==> src/rtl/sx_bus_pkg.sv <==
// sx_bus_pkg: shared encodings for the 386SX bus bridge.
// State codes, cycle codes and fixed bus constants.
package sx_bus_pkg;

  localparam logic [5:0] ST_IDLE     = 6'b000001;
  localparam logic [5:0] ST_DECODE   = 6'b000010;
  localparam logic [5:0] ST_WAIT     = 6'b000100;
  localparam logic [5:0] ST_EXT_REQ  = 6'b001000;
  localparam logic [5:0] ST_EXT_RESP = 6'b010000;
  localparam logic [5:0] ST_READY    = 6'b100000;

  typedef enum logic [5:0] {
    IDLE     = ST_IDLE,
    DECODE   = ST_DECODE,
    WAIT     = ST_WAIT,
    EXT_REQ  = ST_EXT_REQ,
    EXT_RESP = ST_EXT_RESP,
    READY    = ST_READY
  } state_t;

  // {mio, dc, wr} of a halt/shutdown special cycle
  localparam logic [2:0] HALT_CYC = 3'b101;

  localparam logic [15:0] FILL_DATA = 16'hFFFF;

  // READY# low time in clk periods (one CPU bus clock)
  localparam logic [1:0] READY_LEN = 2'd2;

  function automatic logic is_halt(
    input logic [2:0] cyc
  );
    return cyc == HALT_CYC;
  endfunction

endpackage

==> src/rtl/sx_bus_bridge_if.sv <==
// sx_bus_bridge_if: 386SX CPU-side bus bundle.
// master = CPU side, slave = bridge side.
interface sx_bus_bridge_if;

  logic        ads_n;
  logic        mio;
  logic        dc;
  logic        wr;
  logic [1:0]  be_n;
  logic [22:0] addr;
  logic [15:0] cpu_wdata;
  logic [15:0] cpu_rdata;
  logic        data_oe;
  logic        ready_n;

  modport master (
    output ads_n, mio, dc, wr,
    output be_n, addr, cpu_wdata,
    input  cpu_rdata, data_oe, ready_n
  );

  modport slave (
    input  ads_n, mio, dc, wr,
    input  be_n, addr, cpu_wdata,
    output cpu_rdata, data_oe, ready_n
  );

endinterface

==> src/rtl/sx_addr_decode.sv <==
// sx_addr_decode: region matcher with lowest-index priority.
// Purely combinational; the bridge latches its result.
module sx_addr_decode
  import sx_bus_pkg::*;
#(
  parameter int                 N_REG    = 4,
  parameter logic [N_REG*24-1:0] REG_BASE = {N_REG{24'h0}},
  parameter logic [N_REG*24-1:0] REG_MASK = {N_REG{24'h0}},
  parameter logic [N_REG-1:0]    REG_IO   = {N_REG{1'b0}}
) (
  input  logic [22:0]      addr,
  input  logic             mio,
  output logic [N_REG-1:0] hit,
  output logic             any_hit
);

  logic [23:0]      byte_addr;
  logic [N_REG-1:0] match;

  assign byte_addr = {addr, 1'b0};

  // per-region compare; I/O regions only see mio=0 cycles
  always_comb begin
    match = '0;
    for (int i = 0; i < N_REG; i++) begin
      match[i] =
        ((byte_addr & REG_MASK[i*24 +: 24]) ==
         (REG_BASE[i*24 +: 24] & REG_MASK[i*24 +: 24]))
        && (REG_IO[i] == !mio);
    end
  end

  // scan downwards so the lowest matching index ends up set
  always_comb begin
    hit = '0;
    for (int i = N_REG - 1; i >= 0; i--) begin
      if (match[i]) begin
        hit    = '0;
        hit[i] = 1'b1;
      end
    end
  end

  assign any_hit = |match;

endmodule

==> src/rtl/sx_bus_bridge.sv <==
// sx_bus_bridge: 386SX bus front end with region decode,
// fixed-wait or Avalon-style external cycles and a watchdog.
module sx_bus_bridge
  import sx_bus_pkg::*;
#(
  parameter int                  N_REG    = 4,
  parameter logic [N_REG*24-1:0] REG_BASE = {N_REG{24'h0}},
  parameter logic [N_REG*24-1:0] REG_MASK = {N_REG{24'h0}},
  parameter logic [N_REG-1:0]    REG_IO   = {N_REG{1'b0}},
  parameter logic [N_REG-1:0]    REG_EXT  = {N_REG{1'b0}},
  parameter logic [N_REG*4-1:0]  REG_WAIT = {N_REG{4'd0}},
  parameter logic [3:0]          DEF_WAIT = 4'd1,
  parameter logic [7:0]          TIMEOUT  = 8'd255
) (
  input  logic                clk,
  input  logic                reset,
  sx_bus_bridge_if.slave      cpu,
  output logic [N_REG-1:0]    s_sel,
  output logic [22:0]         s_addr,
  output logic [1:0]          s_be_n,
  output logic [15:0]         s_wdata,
  output logic                s_rd,
  output logic                s_wr,
  input  logic [N_REG*16-1:0] s_rdata,
  input  logic [N_REG-1:0]    s_waitrequest,
  input  logic [N_REG-1:0]    s_valid,
  output logic                bus_err,
  output logic                halt,
  output logic                busy
);

  state_t           state;
  logic [2:0]       cyc_q;
  logic             miss_q;
  logic [3:0]       wcnt;
  logic [7:0]       wdog;
  logic [1:0]       rlen;

  logic [N_REG-1:0] hit;
  logic             any_hit;
  logic             wr_q;
  logic             halt_q;
  logic             tmo;

  logic [15:0]      sel_rdata;
  logic [3:0]       sel_wait;
  logic             sel_ext;
  logic             sel_wreq;
  logic             sel_valid;

  sx_addr_decode #(
    .N_REG    (N_REG),
    .REG_BASE (REG_BASE),
    .REG_MASK (REG_MASK),
    .REG_IO   (REG_IO)
  ) u_dec (
    .addr    (cpu.addr),
    .mio     (cpu.mio),
    .hit     (hit),
    .any_hit (any_hit)
  );

  assign wr_q   = cyc_q[0];
  assign halt_q = is_halt(cyc_q);
  assign tmo    = (wdog + 8'd1) == TIMEOUT;
  assign busy   = state != IDLE;

  // route the selected region's attributes and slave signals
  always_comb begin
    sel_rdata = '0;
    sel_wait  = '0;
    sel_ext   = 1'b0;
    sel_wreq  = 1'b0;
    sel_valid = 1'b0;
    for (int i = 0; i < N_REG; i++) begin
      if (s_sel[i]) begin
        sel_rdata = sel_rdata | s_rdata[i*16 +: 16];
        sel_wait  = sel_wait | REG_WAIT[i*4 +: 4];
        sel_ext   = sel_ext | REG_EXT[i];
        sel_wreq  = sel_wreq | s_waitrequest[i];
        sel_valid = sel_valid | s_valid[i];
      end
    end
  end

  // bus-cycle FSM; every output is registered here
  always_ff @(posedge clk) begin
    if (reset) begin
      state         <= IDLE;
      cyc_q         <= '0;
      miss_q        <= 1'b0;
      s_sel         <= '0;
      s_addr        <= '0;
      s_be_n        <= '0;
      s_wdata       <= '0;
      s_rd          <= 1'b0;
      s_wr          <= 1'b0;
      wcnt          <= '0;
      wdog          <= '0;
      rlen          <= '0;
      cpu.cpu_rdata <= FILL_DATA;
      cpu.data_oe   <= 1'b0;
      cpu.ready_n   <= 1'b1;
      bus_err       <= 1'b0;
      halt          <= 1'b0;
    end else begin
      bus_err <= 1'b0;
      halt    <= 1'b0;
      unique case (state)
        IDLE: begin
          if (!cpu.ads_n) begin
            state  <= DECODE;
            cyc_q  <= {cpu.mio, cpu.dc, cpu.wr};
            s_addr <= cpu.addr;
            s_be_n <= cpu.be_n;
            s_sel  <= hit;
            miss_q <= !any_hit;
            // pulses land in cycle 1, alongside DECODE
            halt   <= is_halt({cpu.mio, cpu.dc, cpu.wr});
            bus_err <= !any_hit &&
              !is_halt({cpu.mio, cpu.dc, cpu.wr});
          end
        end

        DECODE: begin
          s_wdata <= cpu.cpu_wdata;
          wdog    <= '0;
          if (halt_q) begin
            state       <= READY;
            cpu.ready_n <= 1'b0;
            cpu.data_oe <= 1'b0;
            rlen        <= '0;
          end else if (miss_q) begin
            cpu.cpu_rdata <= FILL_DATA;
            if (DEF_WAIT == 4'd0) begin
              state       <= READY;
              cpu.ready_n <= 1'b0;
              cpu.data_oe <= !wr_q;
              rlen        <= '0;
            end else begin
              state <= WAIT;
              wcnt  <= DEF_WAIT;
            end
          end else if (sel_ext) begin
            state <= EXT_REQ;
            s_rd  <= !wr_q;
            s_wr  <= wr_q;
          end else if (sel_wait == 4'd0) begin
            state       <= READY;
            cpu.ready_n <= 1'b0;
            cpu.data_oe <= !wr_q;
            rlen        <= '0;
            if (!wr_q) cpu.cpu_rdata <= sel_rdata;
          end else begin
            state <= WAIT;
            wcnt  <= sel_wait;
          end
        end

        WAIT: begin
          wdog <= wdog + 8'd1;
          if (tmo) begin
            state         <= READY;
            cpu.ready_n   <= 1'b0;
            cpu.data_oe   <= !wr_q;
            cpu.cpu_rdata <= FILL_DATA;
            rlen          <= '0;
            bus_err       <= 1'b1;
          end else if (wcnt == 4'd1) begin
            state       <= READY;
            cpu.ready_n <= 1'b0;
            cpu.data_oe <= !wr_q;
            rlen        <= '0;
            if (!wr_q && !miss_q)
              cpu.cpu_rdata <= sel_rdata;
          end else begin
            wcnt <= wcnt - 4'd1;
          end
        end

        EXT_REQ: begin
          wdog <= wdog + 8'd1;
          if (tmo) begin
            s_rd          <= 1'b0;
            s_wr          <= 1'b0;
            state         <= READY;
            cpu.ready_n   <= 1'b0;
            cpu.data_oe   <= !wr_q;
            cpu.cpu_rdata <= FILL_DATA;
            rlen          <= '0;
            bus_err       <= 1'b1;
          end else if (!sel_wreq) begin
            s_rd <= 1'b0;
            s_wr <= 1'b0;
            if (wr_q) begin
              state       <= READY;
              cpu.ready_n <= 1'b0;
              cpu.data_oe <= 1'b0;
              rlen        <= '0;
            end else begin
              state <= EXT_RESP;
            end
          end
        end

        EXT_RESP: begin
          wdog <= wdog + 8'd1;
          if (tmo) begin
            state         <= READY;
            cpu.ready_n   <= 1'b0;
            cpu.data_oe   <= 1'b1;
            cpu.cpu_rdata <= FILL_DATA;
            rlen          <= '0;
            bus_err       <= 1'b1;
          end else if (sel_valid) begin
            state         <= READY;
            cpu.ready_n   <= 1'b0;
            cpu.data_oe   <= 1'b1;
            cpu.cpu_rdata <= sel_rdata;
            rlen          <= '0;
          end
        end

        READY: begin
          if (rlen == READY_LEN - 2'd1) begin
            state       <= IDLE;
            cpu.ready_n <= 1'b1;
            cpu.data_oe <= 1'b0;
          end else begin
            rlen <= rlen + 2'd1;
          end
        end

        default: state <= IDLE;
      endcase
    end
  end

endmodule

==> src/flat_wrapper.sv <==
// flat-port wrapper written by rule: the top's interface ports become plain ports
module sx_bus_bridge_flat import sx_bus_pkg::*;
#(
  parameter int                  N_REG    = 4,
  parameter logic [N_REG*24-1:0] REG_BASE = {N_REG{24'h0}},
  parameter logic [N_REG*24-1:0] REG_MASK = {N_REG{24'h0}},
  parameter logic [N_REG-1:0]    REG_IO   = {N_REG{1'b0}},
  parameter logic [N_REG-1:0]    REG_EXT  = {N_REG{1'b0}},
  parameter logic [N_REG*4-1:0]  REG_WAIT = {N_REG{4'd0}},
  parameter logic [3:0]          DEF_WAIT = 4'd1,
  parameter logic [7:0]          TIMEOUT  = 8'd255
)
  (clk, reset, s_sel, s_addr, s_be_n, s_wdata, s_rd, s_wr, s_rdata, s_waitrequest, s_valid, bus_err, halt, busy, cpu_ads_n, cpu_mio, cpu_dc, cpu_wr, cpu_be_n, cpu_addr, cpu_cpu_wdata, cpu_cpu_rdata, cpu_data_oe, cpu_ready_n);
  sx_bus_bridge_if cpu_i ();
  input  logic clk;
  input  logic reset;
  output logic [N_REG-1:0] s_sel;
  output logic [22:0] s_addr;
  output logic [1:0] s_be_n;
  output logic [15:0] s_wdata;
  output logic s_rd;
  output logic s_wr;
  input  logic [N_REG*16-1:0] s_rdata;
  input  logic [N_REG-1:0] s_waitrequest;
  input  logic [N_REG-1:0] s_valid;
  output logic bus_err;
  output logic halt;
  output logic busy;
  input wire logic [$bits(cpu_i.ads_n)-1:0] cpu_ads_n;
  input wire logic [$bits(cpu_i.mio)-1:0] cpu_mio;
  input wire logic [$bits(cpu_i.dc)-1:0] cpu_dc;
  input wire logic [$bits(cpu_i.wr)-1:0] cpu_wr;
  input wire logic [$bits(cpu_i.be_n)-1:0] cpu_be_n;
  input wire logic [$bits(cpu_i.addr)-1:0] cpu_addr;
  input wire logic [$bits(cpu_i.cpu_wdata)-1:0] cpu_cpu_wdata;
  output wire logic [$bits(cpu_i.cpu_rdata)-1:0] cpu_cpu_rdata;
  output wire logic [$bits(cpu_i.data_oe)-1:0] cpu_data_oe;
  output wire logic [$bits(cpu_i.ready_n)-1:0] cpu_ready_n;
  assign cpu_i.ads_n = cpu_ads_n;
  assign cpu_i.mio = cpu_mio;
  assign cpu_i.dc = cpu_dc;
  assign cpu_i.wr = cpu_wr;
  assign cpu_i.be_n = cpu_be_n;
  assign cpu_i.addr = cpu_addr;
  assign cpu_i.cpu_wdata = cpu_cpu_wdata;
  assign cpu_cpu_rdata = cpu_i.cpu_rdata;
  assign cpu_data_oe = cpu_i.data_oe;
  assign cpu_ready_n = cpu_i.ready_n;
  sx_bus_bridge #(.N_REG(N_REG), .REG_BASE(REG_BASE), .REG_MASK(REG_MASK), .REG_IO(REG_IO), .REG_EXT(REG_EXT), .REG_WAIT(REG_WAIT), .DEF_WAIT(DEF_WAIT), .TIMEOUT(TIMEOUT)) u_core (.clk(clk), .reset(reset), .cpu(cpu_i), .s_sel(s_sel), .s_addr(s_addr), .s_be_n(s_be_n), .s_wdata(s_wdata), .s_rd(s_rd), .s_wr(s_wr), .s_rdata(s_rdata), .s_waitrequest(s_waitrequest), .s_valid(s_valid), .bus_err(bus_err), .halt(halt), .busy(busy));
endmodule
==> config.mk <==
export PLATFORM = sky130hd
export DESIGN_NAME = sx_bus_bridge_flat
export DESIGN_NICKNAME = d
export VERILOG_FILES = /design/src/rtl/sx_bus_pkg.sv /design/src/rtl/sx_bus_bridge_if.sv /design/src/rtl/sx_addr_decode.sv /design/src/rtl/sx_bus_bridge.sv /design/src/flat_wrapper.sv
export SDC_FILE = /design/constraint.sdc
export NUM_CORES = 1
export LEC_CHECK = 0
export ABC_AREA = 1
export CORE_UTILIZATION = 43
export DETAILED_ROUTE_END_ITERATION = 16
export PLACE_DENSITY = 0.82
export SYNTH_ARGS = -nofsm -noshare
export SYNTH_HDL_FRONTEND = slang
export SYNTH_SLANG_ARGS = --single-unit
==> constraint.sdc <==
create_clock -name clk -period 4.1 [get_ports clk]
set_input_delay 0.82 -clock clk [delete_from_list [all_inputs] [get_ports clk]]
set_output_delay 0.82 -clock clk [all_outputs]
set_load 0.01 [all_outputs]
### Word level (Yosys, flattened, before mapping)

Index checks and enable logic that the tools add are counted.

* register bits after elaboration: 90
* input port bits: 119
* output and inout port bits: 68
* word-level logic and storage cells: 154

* add/subtract/negate cells: 3
* eq/ne operators: 28
* muxes and demuxes: 77
* bitwise operators: 11
* reduce and logical (&&, ||, !) cells: 19

Operators with widths (number)
* 2-to-1 mux 16 bit: 13
* 2-to-1 mux 6 bit: 11
* case mux 16 bit (4 select lines): 1
* OR 16 bit: 3
* case mux 6 bit (6 select lines): 1
* 2-to-1 mux 1 bit: 31
* AND reduction 7 bit: 3
* 2-to-1 mux 2 bit: 10
* 2-to-1 mux 4 bit: 4
* case mux 8 bit (2 select lines): 1
* inequality test 3 x 1 -> 1 bit (second input constant): 4
* inequality test 2 bit (second input constant): 5
* case mux 1 bit (5 select lines): 2
* case mux 2 bit (5 select lines): 1
* AND reduction 5 bit: 2
* adder 8 x 1 -> 8 bit (second input constant): 1
* == test 8 bit (second input constant): 1
* inequality test 2 x 1 -> 1 bit (second input constant): 4
* case mux 4 bit (2 select lines): 1
* == test 3 bit (second input constant): 2
* == test 6 x 1 -> 1 bit (second input constant): 1
* == test 6 x 2 -> 1 bit (second input constant): 1
* == test 6 x 3 -> 1 bit (second input constant): 1
* == test 6 x 4 -> 1 bit (second input constant): 1
* 19 further kinds: 33

### Logic depth before layout (Yosys ltp)

Gate-level depths: netlist of the first run.

* depth in word-level cells: 11
* gate-level depth with buffers: 13
* depth with buffers taken out: 13

### By module

Synthesis of the first run repeated with hierarchy kept, for this count alone.

* cell total of the unflattened synthesis: 595
* area, all modules: 4134.0 µm²

Modules (own cells, without submodules)
* sx_bus_bridge: instances 1, cells an instance 589, area an instance 4092.7 µm², sequential area each 1741.7 µm²
* sx_addr_decode: instances 1, cells an instance 6, area an instance 41.3 µm², sequential area each 0.0 µm²

### Worst setup path after synthesis of the first run

No wires, ideal clock.

* path type: flip-flop to flip-flop
* start point: register u_core.wdog[0]
* end point: register u_core.cpu.cpu_rdata[0]
* library setup time: 0.134 ns
* arrival time: 1.637 ns
* data required time: 3.966 ns
* slack: 2.329 ns
* stages on the path, launching flop included: 12
* path buffers: 1
* clock period less this slack: 1.771 ns
* cell sequence: dfxtp_1 ha_1 nand3_1 o21bai_2 nand2_2 nor2_4 nand2_4 o21ai_4 nand2_4 buf_6 nand2_1 nand3_1

* longest elaborated chain between the ends: 4
* elaborated cells between the ends (all ways): 10
* classes of those cells: add/sub: 1; eq/ne: 5; mux: 3; reduce/logical: 1

RTL lines
* start, declared: RTL line sx_bus_bridge.sv:36 `logic [7:0] wdog;`
* start signal, assigned: RTL line sx_bus_bridge.sv:161 `wdog <= wdog + 8'd1;`
* start signal, assigned: RTL line sx_bus_bridge.sv:182 `wdog <= wdog + 8'd1;`
* start signal, assigned: RTL line sx_bus_bridge.sv:207 `wdog <= wdog + 8'd1;`
* adder 8 x 1 -> 8 bit *: RTL line sx_bus_bridge.sv:65 `assign tmo = (wdog + 8'd1) == TIMEOUT;`
* == test 8 bit *: RTL line sx_bus_bridge.sv:65
* inequality test 3 x 1 -> 1 bit (no line), or another cell as far along
* AND reduction 7 bit (no line) / case mux 16 bit (4 select lines) (equally long branches)
* end signal, assigned: RTL line sx_bus_bridge.sv:153 `if (!wr_q) cpu.cpu_rdata <= sel_rdata;`
* end signal, assigned: RTL line sx_bus_bridge.sv:175 `cpu.cpu_rdata <= sel_rdata;`
* end signal, assigned: RTL line sx_bus_bridge.sv:219 `cpu.cpu_rdata <= sel_rdata;`
* end, declared: RTL line sx_bus_bridge_if.sv:25 `output cpu_rdata, data_oe, ready_n`

Mark *: on every way between the ends. The rest lies on a longest branch, timed or not.
A chain may end at the register's enable or synchronous reset.

==> results of run 1 <==
-- flip-flops by register name, indices dropped and copies added, names as in the netlist --
signal and cells:
u_core.cyc_q 3, u_core.cpu.data_oe 1, u_core.s_wdata 16, u_core.miss_q 1, u_core.cpu.ready_n 1, u_core.bus_err 1
u_core.s_be_n 2, u_core.wdog 8, u_core.halt 1, u_core.state 4, u_core.s_addr 23, u_core.cpu.cpu_rdata 16
u_core.wcnt 4, u_core.rlen 2
-- cell families (layout without fill, tap and decap cells) --
group,Yosys count,in the layout,share of synthesized area [%]
simple gates,273,273,33.6
flops,83,83,46.2
compound gates,70,70,10.6
buf+inv,62,178,7.48
fa+ha+maj,5,5,1.74
other cells,1,5,0.104
xor+xnor,1,1,0.243
-- metrics by stage --
stage          instances  hold slack, ns  area, um^2
3_5_place_dp         704           0.447        4880
3_3_place_gp         704           0.446        4880
2_1_floorplan        499           0.426        3610
5_1_grt              720           0.481        5090
4_1_cts              720           0.461        5090
6_report             720           0.460        5090
-- per-layer routing --
layer / routed length, um / up-vias / track usage, %
met5: 0 / - / 0
met4: 104 / 0 / 7.44
met3: 727 / 7 / 6.99
met2: 4570 / 122 / 39.2
met1: 4080 / 1669 / 27.6
li1: - / 1817 / -
-- area by class of cell --
cell class,instances,area (um^2),area share (%)
clock inverter,4,56.3,1.11
sequential,83,1660,32.7
clock buffer,12,155,3.05
multi-input combinational,354,1680,33.1
tap,105,131,2.58
timing repair buffer,128,1270,25.0
inverter,34,128,2.51
-- worst reg2reg max path, cell delays in order, from the launching register on --
cell and delay [ns]:
dfxtp_1 0.35, inv_2 0.08, nand4_2 0.42, nand2_2 0.27, inv_2 0.13, o21ai_2 0.65, nand2_4 0.26, nand2_1 0.12
nand3_1 0.08
-- cells in the final DEF, fill, tap and decap left out, drive strengths merged --
cell type        n
buf              3
a21oi           17
o2111ai          1
o21bai           2
nand3           65
o21ai           49
clkinv           2
xor2             1
nor3             1
clkbuf          12
nand2           85
clkdlybuf4s50  125
or2              3
nor2           112
a31oi            1
bufinv           1
inv             35
nand3b           1
ha               5
conb             5
dfxtp           83
nand4            6
-- power groups by stage --
stage	Clock, mW	Sequential [mW]	Combinational [mW]
finish	0.623	0.918	0.425
global route	0.668	0.926	0.472
CTS	0.635	0.918	0.427
detailed placement	0	0.936	0.423
global placement	0	0.933	0.414
floorplan	0	0.955	0.184
-- worst max-delay path by stage --
stage | to | start | slack [ns]
2_1_floorplan | u_core.cpu.cpu_rdata[0]$_SDFFE_PP1P_ | u_core.wdog[0]$_SDFFE_PP0P_ | 2.33
3_3_place_gp | u_core.cyc_q[1]$_SDFFE_PP0P_ | cpu_ads_n | 1.53
3_5_place_dp | u_core.cyc_q[1]$_SDFFE_PP0P_ | cpu_ads_n | 1.50
4_1_cts | s_sel[0] | u_core.cyc_q[2]$_SDFFE_PP0P_ | 1.52
5_1_grt | u_core.cpu.cpu_rdata[15]$_SDFFE_PP1P_ | u_core.state[2]$_SDFFE_PP0P_ | 1.33
6_report | s_sel[0] | u_core.cyc_q[2]$_SDFFE_PP0P_ | 1.54
==> results.json, run 1 <==
{
  "timing.critical_path.fanout_max": 19,
  "fin_crit_sh_pct": 62.5,
  "port_buffers": 125,
  "core_region_area_mm2": 0.00818,
  "rr_endpoint": "u_core.cpu.cpu_rdata[15]$_SDFFE_PP1P_",
  "yosysWarningCount": 0,
  "cts_repair_resize_count": 0,
  "max_freq_ghz": 0.390,
  "setup-tns-final_ns": 0,
  "ctsHtreeMaxLevel": 3,
  "die-width_um": 93.5,
  "synth_cell_types": 34,
  "first_pass_grt_wire_length_um": 15900,
  "p_clk_share_pct": 31.7,
  "utilization_pct": 62.2,
  "power.switching_mw": 0.550,
  "synth.cell_area_mm2": 0.00360,
  "cell_chain_critical_path": "clkdlybuf4s50_1",
  "cts.reportedPaths.clkPinSlew_ns": 0.08,
  "sw_frac_of_total_pct": 28.0,
  "rr_startpoint": "u_core.state[2]$_SDFFE_PP0P_",
  "global_route.usage.total_pct": 23.0,
  "cp_num_buf_inv": 1,
  "insertion_delay_ns": 0.35,
  "synth_cells": 495,
  "synth_top_flop_cell": "dfxtp_1",
  "critPathKind": "reg2out",
  "worstHoldPathType": "reg2reg",
  "final_hold_viol_count": 0,
  "initial_utilization_pct": 44.0,
  "hold_path_startpoint": "u_core.cyc_q[1]$_SDFFE_PP0P_",
  "synthToLayoutAreaGrowth_pct": 41.4,
  "firstDrtPassIters": 4,
  "maximum_number_of_pins_on_one_net_before_global_route_repair": 38,
  "regToRegSetupSlack_ns": 1.60,
  "num-fill-cells": 720,
  "critical_path_required_ns": 3.28,
  "postCtsSetupBuffers": 0,
  "totalPowerFinal_mw": 1.97,
  "clockBufferDepth": 2,
  "critPathArrivalTime_ns": 1.74,
  "synth_largest_type_area_fraction_pct": 46.2,
  "detail_route.drc_violations": 0,
  "post_drt_wl_per_cell_um": 13.2,
  "synth_area_leader_cell": "dfxtp_1",
  "worst_setup_start_kind": "flip-flop",
  "timing.max_cap.violations": 0,
  "antenna_diode_count": 0,
  "detailedRoute.firstIterationViolations": 246,
  "worst_pin_slew_ns": 0.809,
  "critical-path-max-stage-delay_ns": 0.73,
  "total_leakage_power_nw": 2.12,
  "dp_hpwl_um": 6560,
  "crit_slowest_cell": "dfxtp_1",
  "finalWorstSetupSlack_ns": 1.54,
  "number_of_cells_traversed_by_the_worst_hold_path": 2,
  "critPathCaptureType": "output port",
  "place_worst_setup_slack_ns": 1.50,
  "vias": 3615,
  "nNetsFinal": 734,
  "gp_congestion": 0.853,
  "netlist_top_cells_count": "108 x nor2_1, 83 x dfxtp_1, 78 x nand2_1",
  "cts_inserted_buffers": 9,
  "fraction_of_synthesis_flops_using_an_asynchronous_set_or_reset_pin_pct": 0,
  "synth_area_leaders": "dfxtp_1 46%, nor2_1 11%, nand3_1 8.6%",
  "rsz_0062_raised_after_global_routing": "no",
  "mean_number_of_vias_per_cell": 5.02,
  "rows": 33,
  "power-per-cell-area_mw_per_mm2": 386,
  "combPwrFrac_pct": 21.6,
  "run_status": "finished clean",
  "post_synthesis_average_cell_area_um2": 7.27,
  "internal_power_mw": 1.42,
  "worst_slew_margin_rel_pct": 46.1,
  "dieArea_mm2": 0.00874,
  "reg2reg_depth": 8,
  "vdd_drop_max_uv": 226,
  "number_of_enable_type_register_cells_in_the_synthesized_netlist": 0,
  "post-synth-top-count-cell": "nor2_1",
  "grt-ovfl-total": 0,
  "hold_buffers": 0,
  "count_of_final_max_slew_check_failures": 0,
  "report.final.setup_viol": 0,
  "die_height_um": 93.5,
  "maximum_clock_skew_at_final_layout_ns": 0.0121,
  "holdPathEnd": "u_core.cyc_q[1]$_SDFFE_PP0P_",
  "cts_sinks": 83,
  "post_route_cells_drive_above_1_share_pct": 7.64,
  "total_wire_length_um": 9480,
  "clock_tree.root_cell": "clkbuf_8",
  "number_of_register_bits_inferred_by_synthesis": 83,
  "worstSetupPathDepth": 1,
  "detail-route-antenna-nets": 0,
  "yosysSeqAreaShare_pct": 46.2,
  "worst_path_dominant_cell_family": "flip-flops",
  "number_of_global_route_vias_before_repair": 3550,
  "cts_tree": "built",
  "seqPwrFrac_pct": 46.7,
  "antenna_found_initial": 0,
  "finalCriticalPeriod_ns": 2.56,
  "pin_count": 187
}
Note: power is estimated with default switching activity, not from simulation.
==> run 2: changes to the inputs <==
--- a/config.mk
+++ b/config.mk
@@ -6,9 +6,9 @@
 export NUM_CORES = 1
 export LEC_CHECK = 0
 export ABC_AREA = 1
-export CORE_UTILIZATION = 43
+export CORE_UTILIZATION = 36
 export DETAILED_ROUTE_END_ITERATION = 16
-export PLACE_DENSITY = 0.82
+export PLACE_DENSITY = 0.73
 export SYNTH_ARGS = -nofsm -noshare
 export SYNTH_HDL_FRONTEND = slang
 export SYNTH_SLANG_ARGS = --single-unit
==> constraint.sdc (replaced) <==
create_clock -name clk -period 2.2 [get_ports clk]
set_input_delay 0.44 -clock clk [delete_from_list [all_inputs] [get_ports clk]]
set_output_delay 0.44 -clock clk [all_outputs]
set_load 0.01 [all_outputs]
==> run 2 against run 1 <==
Die area rose by 19%; sequential power rose by 86%; register-to-register slack got worse by 1.4 ns; critical path type unchanged; non-clock buffer count rose by 7; total power rose by 98%; highest routed layer unchanged; clock-buffer cell count fell by 1; clock skew rose by 0.0050 ns; first-iteration DRC count fell by 19%; sequential share of layout area fell by 0.91 points.
==> results.json, run 2 (synthesized netlist as in run 1, its figures left out) <==
{
  "cts_inserted_buffers": 9,
  "cts_repair_resize_count": 0,
  "critPathKind": "reg2out",
  "worstSetupPathDepth": 5,
  "cts_sinks": 83,
  "place.detailed.instances": 739,
  "pin_count": 187,
  "number_of_global_route_vias_before_repair": 3382,
  "gp_congestion": 0.792,
  "first_pass_grt_wire_length_um": 16000,
  "mostFrequentLayoutCell": "clkdlybuf4s50_1",
  "worstHoldPathType": "reg2reg",
  "regToRegSetupSlack_ns": 0.24,
  "critical-path-max-stage-delay_ns": 0.48,
  "dp_hpwl_um": 6830,
  "worst_setup_path_endpoint": "busy",
  "nNetsFinal": 742,
  "timing.critical_path.fanout_max": 3,
  "maximum_clock_skew_at_final_layout_ns": 0.0171,
  "grt-ovfl-total": 0,
  "postLayoutCellArea_mm2": 0.00524,
  "total_wire_length_um": 9830,
  "critPathCaptureType": "output port",
  "worst_pin_slew_ns": 0.534,
  "detail_route.drc_violations": 0,
  "rr_startpoint": "u_core.wdog[1]$_SDFFE_PP0P_",
  "worst_slew_margin_rel_pct": 64.3,
  "rows": 36,
  "reg2reg_depth": 10,
  "detail-route-antenna-nets": 0,
  "crit_slowest_cell": "clkdlybuf4s50_1",
  "rr_endpoint": "u_core.cpu.cpu_rdata[14]$_SDFFE_PP1P_",
  "worst_setup_start_kind": "flip-flop",
  "cts_tree": "built",
  "fin_crit_sh_pct": 93.8,
  "clock_tree.root_cell": "clkbuf_8",
  "largest-register": "u_core.s_addr",
  "die_height_um": 102,
  "antenna_diode_count": 0,
  "critical_path_required_ns": 1.76,
  "post_layout_nonfiller_instances": 756,
  "die-width_um": 102,
  "setup-tns-final_ns": 0,
  "dieArea_mm2": 0.0104,
  "firstDrtPassIters": 4,
  "insertion_delay_ns": 0.36,
  "largest_reg_flops": 23,
  "postCtsSetupBuffers": 0,
  "port_buffers": 125,
  "count_of_final_max_slew_check_failures": 0,
  "detailedRoute.firstIterationViolations": 200,
  "placed_cell_area_mm2": 0.00496,
  "clockBufferDepth": 2,
  "finalCriticalPeriod_ns": 2.06,
  "synthToLayoutAreaGrowth_pct": 45.6,
  "post_route_cells_drive_above_1_share_pct": 9.47,
  "total_leakage_power_nw": 2.17,
  "hold_buffers": 0,
  "totalPowerFinal_mw": 3.88,
  "maximum_number_of_pins_on_one_net_before_global_route_repair": 50,
  "worst_path_dominant_cell_family": "buffers and inverters",
  "antenna_found_initial": 0,
  "cts.reportedPaths.clkPinSlew_ns": 0.08,
  "final_hold_viol_count": 0,
  "ctsHtreeMaxLevel": 3,
  "core_region_area_mm2": 0.00973,
  "mean_number_of_vias_per_cell": 4.82,
  "timing.max_cap.violations": 0,
  "hold_ws_ns": 0.463,
  "vdd_drop_max_uv": 429,
  "mostFrequentLayoutCells": "125 x clkdlybuf4s50_1, 108 x nor2_1, 82 x dfxtp_1",
  "report.final.setup_viol": 0,
  "run_status": "finished clean",
  "cp_num_buf_inv": 3,
  "initial_utilization_pct": 37.0,
  "vias": 3641,
  "layout.area.seq_mm2": 0.00166,
  "critPathArrivalTime_ns": 1.62,
  "worst_setup_path_startpoint": "u_core.state[5]$_SDFFE_PP0P_",
  "power-per-cell-area_mw_per_mm2": 741,
  "global_route.usage.total_pct": 19.7,
  "area_of_the_multi_input_gates_mm2": 0.00171,
  "post_drt_wl_per_cell_um": 13.0,
  "cell_chain_critical_path": "inv_1, nand2_1, nor3_2, inv_2, clkdlybuf4s50_1",
  "max_freq_ghz": 0.485,
  "num-fill-cells": 932,
  "largest_registers": "u_core.s_addr x23, u_core.cpu.cpu_rdata x16, u_core.s_wdata x16"
}
-- run 2: layout make-up --
class                           instances  share of cell area [%]
Multi-Input combinational cell        355                    32.6
Sequential cell                        83                    31.7
Timing Repair Buffer                  135                    25.3
Tap cell                              133                    3.18
Clock buffer                           11                    2.70
Inverter                               34                    2.44
Clock inverter                          5                    2.05
-- run 2: layer usage --
metal / share of wire (%) / GRT usage, % / up-vias
li1: - / - / 1836
met4: 1.5 / 7.47 / 0
met3: 5.7 / 4.72 / 13
met2: 47 / 32.1 / 107
met5: 0 / 0 / -
met1: 45 / 25.2 / 1685
-- run 2: how the worst min path moves through the flow --
stage,slack [ns],endpoint,cells past startpoint,startpoint
2_1_floorplan,0.43,u_core.cyc_q[1]$_SDFFE_PP0P_,2,u_core.cyc_q[1]$_SDFFE_PP0P_
5_1_grt,0.50,u_core.cyc_q[1]$_SDFFE_PP0P_,2,u_core.cyc_q[1]$_SDFFE_PP0P_
4_1_cts,0.47,u_core.cyc_q[1]$_SDFFE_PP0P_,2,u_core.cyc_q[1]$_SDFFE_PP0P_
3_5_place_dp,0.46,u_core.cyc_q[1]$_SDFFE_PP0P_,2,u_core.cyc_q[1]$_SDFFE_PP0P_
6_report,0.46,u_core.cyc_q[1]$_SDFFE_PP0P_,2,u_core.cyc_q[1]$_SDFFE_PP0P_
3_3_place_gp,0.45,u_core.cyc_q[1]$_SDFFE_PP0P_,2,u_core.cyc_q[1]$_SDFFE_PP0P_
-- run 2: worst min-delay path: stages, from the launching register on --
cell	delay [ns]
dfxtp_1	0.30
inv_1	0.07
a21oi_1	0.06
-- run 2: per-stage QoR --
| step | util, % | setup WS, ns |
|---|---|---|
| 6_report | 53.8 | 0.137 |
| 5_1_grt | 53.8 | -0.00945 |
| 4_1_cts | 53.6 | 0.0343 |
| 3_5_place_dp | 51.0 | 0.194 |
| 3_3_place_gp | 51.0 | 0.264 |
| 2_1_floorplan | - | 0.429 |
-- run 2: power breakdown --
part / leakage, nW / switching, mW / internal, mW / total (mW)
sequential: 0.679 / 0.0740 / 1.63 / 1.71
combinational: 1.37 / 0.397 / 0.424 / 0.821
clock: 0.124 / 0.564 / 0.792 / 1.36
total: 2.17 / 1.04 / 2.85 / 3.88
